--- src/rtl/a_seq_driver.sv ---
// Drives the A line through one high-low-high-low pattern of programmable phase length and
// reports pass/fail from the K2/K1 pulses returned by the receiving controller.
module a_seq_driver #(
    parameter int unsigned CNT_W = 8,
    parameter int unsigned TO    = 4
) (
    input  logic             clk_i,
    input  logic             rst_i,
    input  logic             start_i,
    input  logic [CNT_W-1:0] hold_i,
    input  logic             k2_i,
    input  logic             k1_i,
    output logic             a_o,
    output logic             busy_o,
    output logic             done_o,
    output logic             err_o
);

    localparam int unsigned TW = (TO > 1) ? $clog2(TO) : 1;

    typedef enum logic [2:0] {
        StIdle,
        StHi1,
        StLo1,
        StHi2,
        StLo2,
        StWait
    } state_e;

    state_e           state_q;
    logic [CNT_W-1:0] cnt_q;
    logic [CNT_W-1:0] lenm1_q;
    logic [TW-1:0]    tcnt_q;
    logic             a_q;
    logic             busy_q;
    logic             done_q;
    logic             err_q;
    logic             k2_seen_q;
    logic             k1_seen_q;

    logic [CNT_W-1:0] len_new;
    logic             in_window;

    always_comb begin
        len_new   = (hold_i == '0) ? CNT_W'(1) : hold_i;
        in_window = (state_q == StHi2) || (state_q == StLo2) || (state_q == StWait);
    end

    always_ff @(posedge clk_i) begin
        if (rst_i) begin
            state_q   <= StIdle;
            cnt_q     <= '0;
            lenm1_q   <= '0;
            tcnt_q    <= '0;
            a_q       <= 1'b0;
            busy_q    <= 1'b0;
            done_q    <= 1'b0;
            err_q     <= 1'b0;
            k2_seen_q <= 1'b0;
            k1_seen_q <= 1'b0;
        end else begin
            done_q <= 1'b0;
            // Sticky capture of controller responses; only meaningful from the second rise on.
            if (in_window) begin
                if (k2_i) k2_seen_q <= 1'b1;
                if (k1_i) k1_seen_q <= 1'b1;
            end
            case (state_q)
                StIdle: begin
                    if (start_i) begin
                        state_q   <= StHi1;
                        a_q       <= 1'b1;
                        busy_q    <= 1'b1;
                        cnt_q     <= len_new - CNT_W'(1);
                        lenm1_q   <= len_new - CNT_W'(1);
                        err_q     <= 1'b0;
                        k2_seen_q <= 1'b0;
                        k1_seen_q <= 1'b0;
                    end
                end
                StHi1: begin
                    if (cnt_q != '0) begin
                        cnt_q <= cnt_q - CNT_W'(1);
                    end else begin
                        state_q <= StLo1;
                        a_q     <= 1'b0;
                        cnt_q   <= lenm1_q;
                    end
                end
                StLo1: begin
                    if (cnt_q != '0) begin
                        cnt_q <= cnt_q - CNT_W'(1);
                    end else begin
                        state_q <= StHi2;
                        a_q     <= 1'b1;
                        cnt_q   <= lenm1_q;
                    end
                end
                StHi2: begin
                    if (cnt_q != '0) begin
                        cnt_q <= cnt_q - CNT_W'(1);
                    end else begin
                        state_q <= StLo2;
                        a_q     <= 1'b0;
                        cnt_q   <= lenm1_q;
                    end
                end
                StLo2: begin
                    if (cnt_q != '0) begin
                        cnt_q <= cnt_q - CNT_W'(1);
                    end else begin
                        state_q <= StWait;
                        a_q     <= 1'b0;
                        tcnt_q  <= TW'(TO - 1);
                    end
                end
                StWait: begin
                    if (k1_seen_q || k1_i) begin
                        state_q <= StIdle;
                        done_q  <= 1'b1;
                        busy_q  <= 1'b0;
                        err_q   <= !(k2_seen_q || k2_i);
                    end else if (tcnt_q == '0) begin
                        state_q <= StIdle;
                        done_q  <= 1'b1;
                        busy_q  <= 1'b0;
                        err_q   <= 1'b1;
                    end else begin
                        tcnt_q <= tcnt_q - TW'(1);
                    end
                end
                default: state_q <= StIdle;
            endcase
        end
    end

    assign a_o    = a_q;
    assign busy_o = busy_q;
    assign done_o = done_q;
    assign err_o  = err_q;

endmodule
--- config.mk ---
export PLATFORM = sky130hd
export DESIGN_NAME = a_seq_driver
export DESIGN_NICKNAME = d
export VERILOG_FILES = /design/src/rtl/a_seq_driver.sv
export SDC_FILE = /design/constraint.sdc
export NUM_CORES = 1
export LEC_CHECK = 0
export ABC_AREA = 1
export BUFFER_PORTS_ARGS = -buffer_cell sky130_fd_sc_hd__buf_4
export CORE_MARGIN = 8
export CORE_UTILIZATION = 62
export DETAILED_ROUTE_END_ITERATION = 10
export PLACE_DENSITY = 0.87
export SETUP_SLACK_MARGIN = 0.02
export SLEW_MARGIN = 40
export SYNTH_ARGS = -nofsm -noshare
export SYNTH_HDL_FRONTEND = slang
export SYNTH_SLANG_ARGS = --single-unit
--- constraint.sdc ---
create_clock -name clk_i -period 2.6 [get_ports clk_i]
set_input_delay 0.52 -clock clk_i [delete_from_list [all_inputs] [get_ports clk_i]]
set_output_delay 0.52 -clock clk_i [all_outputs]
set_load 0.01 [all_outputs]
# Word-level counts from Yosys, hierarchy flattened
# Cells that the tools add are included.
# Widths: inputs -> output; s select.
[totals]
reg_bits = 27
output_inout_bits = 4
[classes]
bitwise = 1
addsub = 3
reduce_logical = 22
eq_ne = 15
muxes = 38
[ops]
columns = ["op", "n"]
rows = [
  ["$mux 8", 4],
  ["$pmux 8 s3", 1],
  ["$mux 3", 7],
  ["$mux 1", 18],
  ["$pmux 3 s6", 1],
  ["$ne 2x2->1 const B", 8],
  ["$sub 8x1->8 const B", 2],
  ["$logic_not 8->1", 1],
  ["$reduce_and 4->1", 2],
  ["$reduce_bool 8->1", 1],
  ["$eq 3x2->1 const B", 2],
  ["$eq 3x3->1 const B", 2],
  ["$mux 2", 3],
  ["$reduce_and 3->1", 2],
  ["$reduce_and 6->1", 1],
  ["$reduce_bool 3->1", 2],
  ["$reduce_or 3->1", 2],
  ["$logic_or 1x1->1", 4],
  ["$pmux 1 s2", 2],
  ["$pmux 2 s2", 1],
  ["$reduce_bool 2->1", 2],
  ["$eq 3x1->1 const B", 1],
  ["$logic_not 3->1", 1],
  ["$ne 3x1->1 const B", 1],
  ["other kinds (8)", 8],
]

# Logic depth before layout (Yosys ltp)
[logic_depth]
ltp_word = 6
ltp_mapped = 13

# Worst setup path after synthesis
# OpenSTA, ideal clock, no wires.
[synth_timing]
path_type = "input -> register"
startpoint = "input hold_i[4]"
endpoint = "register cnt_q[4]"
cell_stages = 13
required_ns = 2.491
setup_ns = 0.109
arrival_ns = 1.703
path_buffers = 0
setup_slack_ns = 0.788
path_cell_list = "inv_1 -> nand2_1 -> nor2_1 -> nand2_1 -> nand2_1 -> inv_1 -> ha_1 -> nand3_1 -> xor2_1 -> o21ai_0 -> nand3_1 -> nand2_1 -> inv_1"
[synth_between]
elab_chain_len = 5
[synth_rtl]
columns = ["element", "line_no", "source"]
rows = [
  ["from (decl)", "10", "input logic [CNT_W-1:0] hold_i,"],
  ["$logic_not 8->1", "45", "len_new = (hold_i == '0) ? CNT_W'(1) : hold_i;"],
  ["$mux 8 *", "45", ""],
  ["$sub 8x1->8 *", "74", "cnt_q <= len_new - CNT_W'(1);"],
  ["$mux 8 *", "70", "if (start_i) begin"],
  ["$pmux 8 s3 *", "68", "case (state_q)"],
  ["to (signal assigned)", "74", ""],
  ["to (signal assigned)", "83", "cnt_q <= cnt_q - CNT_W'(1);"],
  ["to (signal assigned)", "87", "cnt_q <= lenm1_q;"],
  ["to (decl)", "31", "logic [CNT_W-1:0] cnt_q;"],
]
# Every way passes the cells marked *; elsewhere a longest branch is shown, timed or not. The select of a mux whose other input is x is not followed.
# A chain may end at the register's enable or synchronous reset.

# Worst setup path in the final report
[layout_timing]
startpoint = "input hold_i[3]"
endpoint = "register cnt_q[2]"
[layout_between]
elab_chain_len = 5
[layout_rtl]
columns = ["element", "line_no"]
rows = [
  ["$logic_not 8->1", "45"],
  ["$mux 8", "45"],
  ["$sub 8x1->8", "74"],
  ["$mux 8", "70"],
  ["$pmux 8 s3", "68"],
]
# Every way passes these cells. The select of a mux whose other input is x is not followed.

==> results.json <==
{
  "end_kind": "flop",
  "die_y_um": 67.95,
  "fin_util": 0.6922,
  "instances_no_fill": 302,
  "r2r_slack_ns": 1.01,
  "final-max-slew-violation-count": 0,
  "syn_area_per_cell_um2": 6.612,
  "area_delta_synth_final_pct": 10.17,
  "num-fill-cells": 240,
  "async_flop_share": 0,
  "cts.path.max_buffers": 2,
  "cts_buffers": 3,
  "cts_tree": "yes",
  "antenna_cells": 0,
  "worst_slack_ns": 0.7624,
  "core_area_mm2": 0.002663,
  "clock_sinks": 27,
  "tns_ns": 0,
  "synth_area_mm2": 0.001673,
  "ys_ff_latch": 27,
  "cp_data_required_time_ns": 2.87,
  "slew_headroom": 0.6947,
  "synthCells": 253,
  "clock_skew_ns": 0.01607,
  "cts-resized-gates": 0,
  "drive_above_1_share": 0.1587,
  "power.leakage_nw": 0.8986,
  "critPathMaxFanout": 4,
  "die_w_um": 67.95,
  "worstSkewPairLatency_ns": 0.33,
  "dpl_cell_area_mm2": 0.001813,
  "place_ws_ns": 0.4397,
  "yosysSeqAreaShare": 0.3231,
  "syn_nets": 270,
  "period_minus_slack_ns": 1.838,
  "num_rows": 19,
  "dr.pass1.iters": 4,
  "drc_errors": 0,
  "clk_pin_slew_ns": 0.16,
  "crit_chain": "buf_4, inv_1, nand2_1, nor2_1, nand2_1, nand2_1, inv_1, ha_1, xor2_1, inv_1, o21ai_0, nor2_1, a21oi_1",
  "ios": 17,
  "via_per_inst": 5.258,
  "antenna_left": 0,
  "hpwl_um": 2885,
  "ys_types": 27,
  "yosysWarnings": 0,
  "overflow": 0,
  "power_density_mw_per_mm2": 1021,
  "status": "completed",
  "routed_wl_um": 3580,
  "fin_hold_ws_ns": 0.4137,
  "dp_cells": 298,
  "start_kind": "input pin",
  "rsz0062_at_grt": "no",
  "final-setup-viol-count": 0,
  "avgRoutedWirePerCell_um": 11.85,
  "worstMarginPinSlew_ns": 0.4574,
  "path_class": "input pin to flop",
  "htreeDepth": 1,
  "fin_area_mm2": 0.001843,
  "drv_cap": 0,
  "report.final.hold_viol_count": 0,
  "max_stage_delay_ns": 0.23,
  "final_nets": 289,
  "grt_max_degree": 17,
  "synth_flop_cell": "dfxtp_1",
  "vias": 1588,
  "drtIter0Drc": 76,
  "grt_pass1_wl_um": 6389,
  "dieArea_mm2": 0.004617,
  "post-cts-setup-buffers": 0,
  "min_path_type": "input pin to flop",
  "crit_slowest_cell": "ha_1",
  "antenna_found_initial": 0,
  "grt_pass1_vias": 1525,
  "holdBufCountCts": 0,
  "root_buffer": "clkbuf_4",
  "synth_edf_count": 0,
  "initial_core_util": 0.6283,
  "fin_crit_sh": 0.7068,
  "finalPower_mw": 1.881,
  "clock.fmax_mhz": 544.2,
  "cp_data_arrival_time_ns": 2.11,
  "globalplace.congestion": 0.8648,
  "ir_worst_vdd_v": 0.0007885,
  "gr-usage-all-layers": 0.1722,
  "portBuffers": 16
}
[synthesized netlist by cell type, types with 2 or more instances]
cell,instances,share of area
nand2_1,46,0.10
nand2_4,4,0.027
o21ai_1,2,0.0060
xor2_1,4,0.021
a21oi_1,20,0.060
o21ai_0,25,0.075
dfxtp_1,27,0.32
inv_1,36,0.081
nor3_1,4,0.012
nor2_2,2,0.0075
nand2_2,2,0.0075
inv_2,6,0.013
nor2_4,4,0.027
nand3_1,28,0.084
or2_2,2,0.0075
ha_1,4,0.030
a21oi_2,2,0.010
nor2_1,26,0.058
[routing by layer]
| metal | track usage | wire length (um) | vias to the layer above |
|---|---|---|---|
| met1 | 0.2319 | 1773 | 684 |
| met5 | 0 | 0 | - |
| met2 | 0.2732 | 1553 | 41 |
| met4 | 0.07417 | 108 | 0 |
| li1 | - | - | 853 |
| met3 | 0.01637 | 144 | 10 |
[layout make-up]
type,instances,area (um^2),share of cell area
timing repair buffer,16,120.1,0.06517
inverter,42,157.7,0.08554
sequential,27,540.5,0.2933
clock buffer,3,22.52,0.01222
multi-input combinational,182,955.9,0.5187
clock inverter,1,7.507,0.004073
tap,31,38.79,0.02105
[flip-flops by register name, indices dropped and copies added (netlist names)]
name	count
cnt_q	8
lenm1_q	8
state_q	3
tcnt_q	2
a_o	1
busy_o	1
done_o	1
err_o	1
k1_seen_q	1
k2_seen_q	1
[where the power goes]
part           switching [mW]  internal [mW]
clock                   0.130         0.0589
sequential             0.0882          0.526
combinational           0.696          0.382
total                   0.914          0.967
[cell families after synthesis]
logic type / Yosys count / share of synthesized area
DFF: 27 / 0.3231
xor gates and xnor gates: 4 / 0.02094
AOI/OAI and AO/OA: 53 / 0.1690
buffers and inverters: 44 / 0.1055
adders and majority gates: 4 / 0.02992
and+or+nand+nor: 121 / 0.3515
[worst max-delay path, delay by kind of cell]
kind / cells / cell delay [ns]
AO/OA/AOI/OAI: 2 / 0.29
XOR/XNOR: 1 / 0.18
AND/OR/NAND/NOR: 5 / 0.54
adder cells (fa/ha/maj): 1 / 0.23
buffers and inverters: 4 / 0.35
[cells in the final DEF, fill, tap and decap left out, types with 4 or more instances in the layout]
cell type,n
buf_4,16
inv_2,6
nand2_1,46
inv_1,36
nand2_4,4
xor2_1,4
nor2_4,4
ha_1,4
nor2_1,26
a21oi_1,20
o21ai_0,25
nand3_1,28
nor3_1,4
dfxtp_1,27
[final timing paths]
check	from	to	cells after the start
worst max-delay path	hold_i[3]	cnt_q[2]	13
worst min register to register	tcnt_q[0]	tcnt_q[0]	1
worst min-delay path	rst_i	done_o	2
worst max register to register	state_q[2]	cnt_q[1]	7
No activity file was read; power rests on OpenSTA's default activity.
